### src/rtl/turn_sequencer.sv
// Turn controller for the board game: counts accepted picks per turn, scores matches,
// rotates players and forces a pass after an optional inactivity timeout.
module turn_sequencer #(
    parameter int NUM_PLAYERS    = 2,
    parameter int PICKS_PER_TURN = 2,
    parameter int TIMEOUT_CYCLES = 0,
    parameter int SCORE_W        = 8,
    localparam int PW = (NUM_PLAYERS > 2) ? $clog2(NUM_PLAYERS) : 1,
    localparam int CW = $clog2(PICKS_PER_TURN + 1)
) (
    input  logic                           clk,
    input  logic                           rst,
    input  logic                           start,
    input  logic                           select,
    input  logic                           empty,
    input  logic                           match,
    output logic [PW-1:0]                  player,
    output logic [CW-1:0]                  pick_cnt,
    output logic                           busy,
    output logic                           turn_done,
    output logic [1:0]                     x,
    output logic [NUM_PLAYERS*SCORE_W-1:0] score
);
    localparam int TW = $clog2(TIMEOUT_CYCLES + 2);
    localparam logic [TW-1:0] TIMER_LAST = TW'((TIMEOUT_CYCLES > 0) ? TIMEOUT_CYCLES - 1 : 0);
    localparam logic [CW-1:0] PICK_LAST  = CW'(PICKS_PER_TURN - 1);
    localparam logic [PW-1:0] PLAYER_LAST = PW'(NUM_PLAYERS - 1);

    localparam logic [1:0] X_NONE    = 2'b00;
    localparam logic [1:0] X_PASS    = 2'b01;
    localparam logic [1:0] X_MATCH   = 2'b10;
    localparam logic [1:0] X_TIMEOUT = 2'b11;

    typedef enum logic [1:0] {
        IDLE = 2'd0,
        PICK = 2'd1,
        EVAL = 2'd2
    } state_t;

    state_t               state_reg,     state_next;
    logic [PW-1:0]        player_reg,    player_next;
    logic [CW-1:0]        pick_cnt_reg,  pick_cnt_next;
    logic [TW-1:0]        timer_reg,     timer_next;
    logic                 turn_done_reg, turn_done_next;
    logic [1:0]           x_reg,         x_next;
    logic [SCORE_W-1:0]   score_reg  [NUM_PLAYERS];
    logic [SCORE_W-1:0]   score_next [NUM_PLAYERS];
    logic [PW-1:0]        player_adv;

    assign player_adv = (player_reg == PLAYER_LAST) ? '0 : player_reg + 1'b1;

    always_ff @(posedge clk) begin
        if (!rst) begin
            state_reg     <= IDLE;
            player_reg    <= '0;
            pick_cnt_reg  <= '0;
            timer_reg     <= '0;
            turn_done_reg <= 1'b0;
            x_reg         <= X_NONE;
            for (int i = 0; i < NUM_PLAYERS; i++) begin
                score_reg[i] <= '0;
            end
        end else begin
            state_reg     <= state_next;
            player_reg    <= player_next;
            pick_cnt_reg  <= pick_cnt_next;
            timer_reg     <= timer_next;
            turn_done_reg <= turn_done_next;
            x_reg         <= x_next;
            score_reg     <= score_next;
        end
    end

    always_comb begin
        state_next     = state_reg;
        player_next    = player_reg;
        pick_cnt_next  = pick_cnt_reg;
        timer_next     = timer_reg;
        turn_done_next = 1'b0;
        x_next         = x_reg;
        score_next     = score_reg;

        if (start) begin
            state_next    = PICK;
            player_next   = '0;
            pick_cnt_next = '0;
            timer_next    = '0;
            x_next        = X_NONE;
            for (int i = 0; i < NUM_PLAYERS; i++) begin
                score_next[i] = '0;
            end
        end else begin
            case (state_reg)
                PICK: begin
                    if (select && empty) begin
                        timer_next = '0;
                        if (pick_cnt_reg == PICK_LAST) begin
                            pick_cnt_next = '0;
                            state_next    = EVAL;
                        end else begin
                            pick_cnt_next = pick_cnt_reg + 1'b1;
                        end
                    end else if (TIMEOUT_CYCLES > 0) begin
                        // Rejected picks (select on a full cell) still count as inactivity.
                        if (timer_reg == TIMER_LAST) begin
                            x_next         = X_TIMEOUT;
                            turn_done_next = 1'b1;
                            player_next    = player_adv;
                            pick_cnt_next  = '0;
                            timer_next     = '0;
                        end else begin
                            timer_next = timer_reg + 1'b1;
                        end
                    end
                end
                EVAL: begin
                    state_next     = PICK;
                    timer_next     = '0;
                    turn_done_next = 1'b1;
                    if (match) begin
                        x_next = X_MATCH;
                        for (int i = 0; i < NUM_PLAYERS; i++) begin
                            if (PW'(i) == player_reg && score_reg[i] != '1) begin
                                score_next[i] = score_reg[i] + 1'b1;
                            end
                        end
                    end else begin
                        x_next      = X_PASS;
                        player_next = player_adv;
                    end
                end
                default: ;
            endcase
        end
    end

    assign player    = player_reg;
    assign pick_cnt  = pick_cnt_reg;
    assign busy      = (state_reg != IDLE);
    assign turn_done = turn_done_reg;
    assign x         = x_reg;

    genvar gi;
    generate
        for (gi = 0; gi < NUM_PLAYERS; gi++) begin : g_score
            assign score[gi*SCORE_W +: SCORE_W] = score_reg[gi];
        end
    endgenerate

endmodule

### config.mk
export PLATFORM = sky130hd
export DESIGN_NAME = turn_sequencer
export DESIGN_NICKNAME = d
export VERILOG_FILES = /design/src/rtl/turn_sequencer.sv
export SDC_FILE = /design/constraint.sdc
export NUM_CORES = 1
export LEC_CHECK = 0
export CAP_MARGIN = 20
export CORE_MARGIN = 4
export CORE_UTILIZATION = 50
export CTS_CLUSTER_SIZE = 14
export DETAILED_ROUTE_END_ITERATION = 10
export PLACE_DENSITY_LB_ADDON = 0.05
export SKIP_LAST_GASP = 1
export SLEW_MARGIN = 5
export SYNTH_ARGS = -nofsm -noshare
export SYNTH_HDL_FRONTEND = slang
export SYNTH_SLANG_ARGS = --single-unit
### constraint.sdc
create_clock -name clk -period 2.6 [get_ports clk]
set_input_delay 0.52 -clock clk [delete_from_list [all_inputs] [get_ports clk]]
set_output_delay 0.52 -clock clk [all_outputs]
set_load 0.05 [all_outputs]
==> impl_metrics.py <==
metrics = {
    "critical_path": {
        "crit_path_max_fanout": 8,
        "worst-path-buf-inv": 1,
        "critical_path_class": "reg2out",
        "startpoint": "state_reg[1]$_SDFFE_PP0P_",
        "slowest_stage": "clkdlybuf4s50_1",
        "crit_path_start_kind": "flip-flop",
        "crit_path_end_kind": "output port",
        "cpPeakStageDelay_ps": 790,
        "crit_family": "buffers and inverters",
        "crit_required_ps": 2080,
        "crit_arrival_ps": 1770,
        "reg2reg_from": "state_reg[1]$_SDFFE_PP0P_",
        "crit_chain": "or2_2 > clkdlybuf4s50_1",
    },
    "final_layout": {
        "antenna_cells": 0,
        "mostFrequentLayoutCells": "28 x clkdlybuf4s50_1, 24 x dfxtp_1, 17 x nor2_1",
        "drive_gt1_share_pct": 4.73,
        "postLayoutCellArea_sq_um": 1410,
        "area.growth.synth_to_final_pct": 31.1,
        "largest_reg_flops": 16,
        "final_cells": 175,
        "final_nets": 157,
        "final_common_cell": "clkdlybuf4s50_1",
    },
    "place": {
        "globalplace.congestion": 0.832,
        "hpwl_um": 1750,
        "placed_cells": 171,
        "portBuffers": 28,
        "post-place-ws_ps": 260,
        "place_area_sq_um": 1380,
    },
    "clock_network": {
        "h-tree-depth": 1,
        "clkSlewWorstSetupHoldPaths_ps": 130,
        "cts_tree": "built",
        "clkLatencyLatePin_ps": 300,
        "postCtsSetupBuffers": 0,
        "hold_buffers": 0,
        "cts_sinks": 24,
        "post_cts_resized": 0,
        "cts-root-buf": "clkbuf_4",
        "numCtsBuffers": 3,
        "cts_buffer_depth": 2,
    },
    "timing": {
        "grt_setup_unrepaired": "false",
        "setup_viol": 0,
        "max_freq_ghz": 0.436,
        "period_needed_ps": 2290,
        "finalHoldViolations": 0,
        "fin_skew_ps": 8.02,
        "setup_ws_ps": 309,
        "tightest_slew_ps": 686,
        "holdWs_ps": 463,
        "finalMaxSlewViolations": 0,
        "finalSetupTns_ps": 0,
        "max_slew_margin_pct": 54.3,
        "finalCritPeriodShare_pct": 88.1,
    },
    "worst_hold_path": {
        "min_path_type": "reg2reg",
        "hold_path_startpoint": "x[1]$_SDFFE_PP0P_",
    },
    "synthesis": {
        "synth_warnings": 0,
        "synthDistinctLibCells": 36,
        "synth_nets": 127,
        "syn_inst": 119,
        "syn-mean-instance-area_sq_um": 9.05,
        "syn_area_sq_um": 1080,
        "ys_ff_latch": 24,
        "seq_area_frac_synth_pct": 44.6,
    },
    "global_route": {
        "grt_max_degree": 19,
        "grt_pass1_vias": 913,
        "grt_remaining_overflow": 0,
        "grt_first_pass_wirelength_um": 3880,
        "grt_usage_pct": 17.6,
        "antenna_found_initial": 0,
    },
    "floorplanning": {
        "design.core.area_sq_um": 2000,
        "rows": 16,
        "start_util_pct": 53.8,
        "ios": 29,
        "die_area_sq_um": 2960,
        "dieHeight_um": 54.4,
        "die_x_um": 54.4,
    },
    "flow_run": {
        "maxCapViolCount": 0,
    },
    "detailed_routing": {
        "first_iter_violations": 13,
        "drt_wl_total_um": 2340,
        "wl_per_cell_um": 13.4,
        "postRouteAntennaNets": 0,
        "vias": 978,
        "firstDrtPassIters": 4,
        "vias_per_cell": 5.59,
        "drc": 0,
    },
    "power": {
        "p_leak_uw": 0.000522,
        "powerDensity_nw_per_um2": 422,
        "irDropWorstVdd_v": 0.000310,
    },
    "status": {
        "status": "finished clean",
    },
}
## where the power goes
group	internal [uW]	switching, uW
registers	369	1.87
clock network	85.3	107
logic	15.3	17.5
## synthesized netlist by cell type
master | instances | area, sq um
nand3_1 | 5 | 25.0
nor2b_1 | 1 | 6.26
nand2b_1 | 2 | 12.5
xnor2_1 | 5 | 43.8
nor2_1 | 17 | 63.8
inv_1 | 5 | 18.8
a41o_1 | 4 | 40.0
or4_1 | 3 | 22.5
nor3_1 | 2 | 10.0
o41ai_1 | 1 | 8.76
a311oi_1 | 1 | 8.76
o21ai_0 | 2 | 10.0
nor4_1 | 1 | 6.26
xor2_1 | 1 | 8.76
nand2_1 | 7 | 26.3
o211a_1 | 2 | 20.0
o211ai_1 | 1 | 7.51
a21oi_1 | 8 | 40.0
o31ai_1 | 3 | 22.5
a41oi_1 | 1 | 8.76
a31oi_1 | 2 | 12.5
buf_6 | 1 | 11.3
nand4b_2 | 1 | 15.0
or3_1 | 3 | 18.8
or2_2 | 1 | 6.26
o31a_1 | 1 | 8.76
and3_1 | 1 | 6.26
a211oi_1 | 2 | 15.0
clkbuf_1 | 2 | 7.51
and4_1 | 2 | 17.5
mux2i_1 | 2 | 20.0
dfxtp_1 | 24 | 480
buf_1 | 1 | 3.75
nand3b_1 | 1 | 7.51
nand4bb_1 | 1 | 11.3
ha_1 | 2 | 25.0
## worst min-delay path, cell delays in order, from the launching register on
cell     delay [ps]
dfxtp_1         330
nand2_1          50
a21oi_1          50
## cell families (layout without fill, tap and decap cells)
group           Yosys count  count (layout)  share of synthesized area (%)
flops                    24              24                           44.6
mux                       2               2                           1.86
buf+inv                   9              38                           3.83
fa+ha+maj                 2               2                           2.32
simple gates             48              48                           23.7
xor+xnor                  6               6                           4.88
compound gates           28              28                           18.8
## path summary, 6_finish.rpt
kind	endpoint	slack, ps	depth (start not counted)
hold reg to reg	x[1]$_SDFFE_PP0P_	460	2
hold / removal	x[1]$_SDFFE_PP0P_	460	2
setup reg to reg	score[7]$_SDFFE_PP0P_	800	4
setup / recovery	busy	310	2
## metal layers
metal	global-route usage (%)	vias to the layer above	routed length, um
met2	30.3	19	1160
met1	22.5	455	1070
li1	-	502	-
met3	2.72	2	91
met5	0	-	0
met4	4.98	0	13
## through the flow
stage | total power [uW] | util [%]
2_1_floorplan | 396 | -
3_3_place_gp | 411 | 68.8
3_5_place_dp | 412 | 68.8
4_1_cts | 602 | 70.6
5_1_grt | 617 | 70.6
6_report | 596 | 70.6
## layout make-up
cell class,count,area (sq um)
clock buffer,4,36.3
fill,186,589
inverter,5,18.8
multi-input combinational,86,556
sequential,24,480
tap,27,33.8
timing repair buffer,29,288
Power figures use the tool's default switching activity.
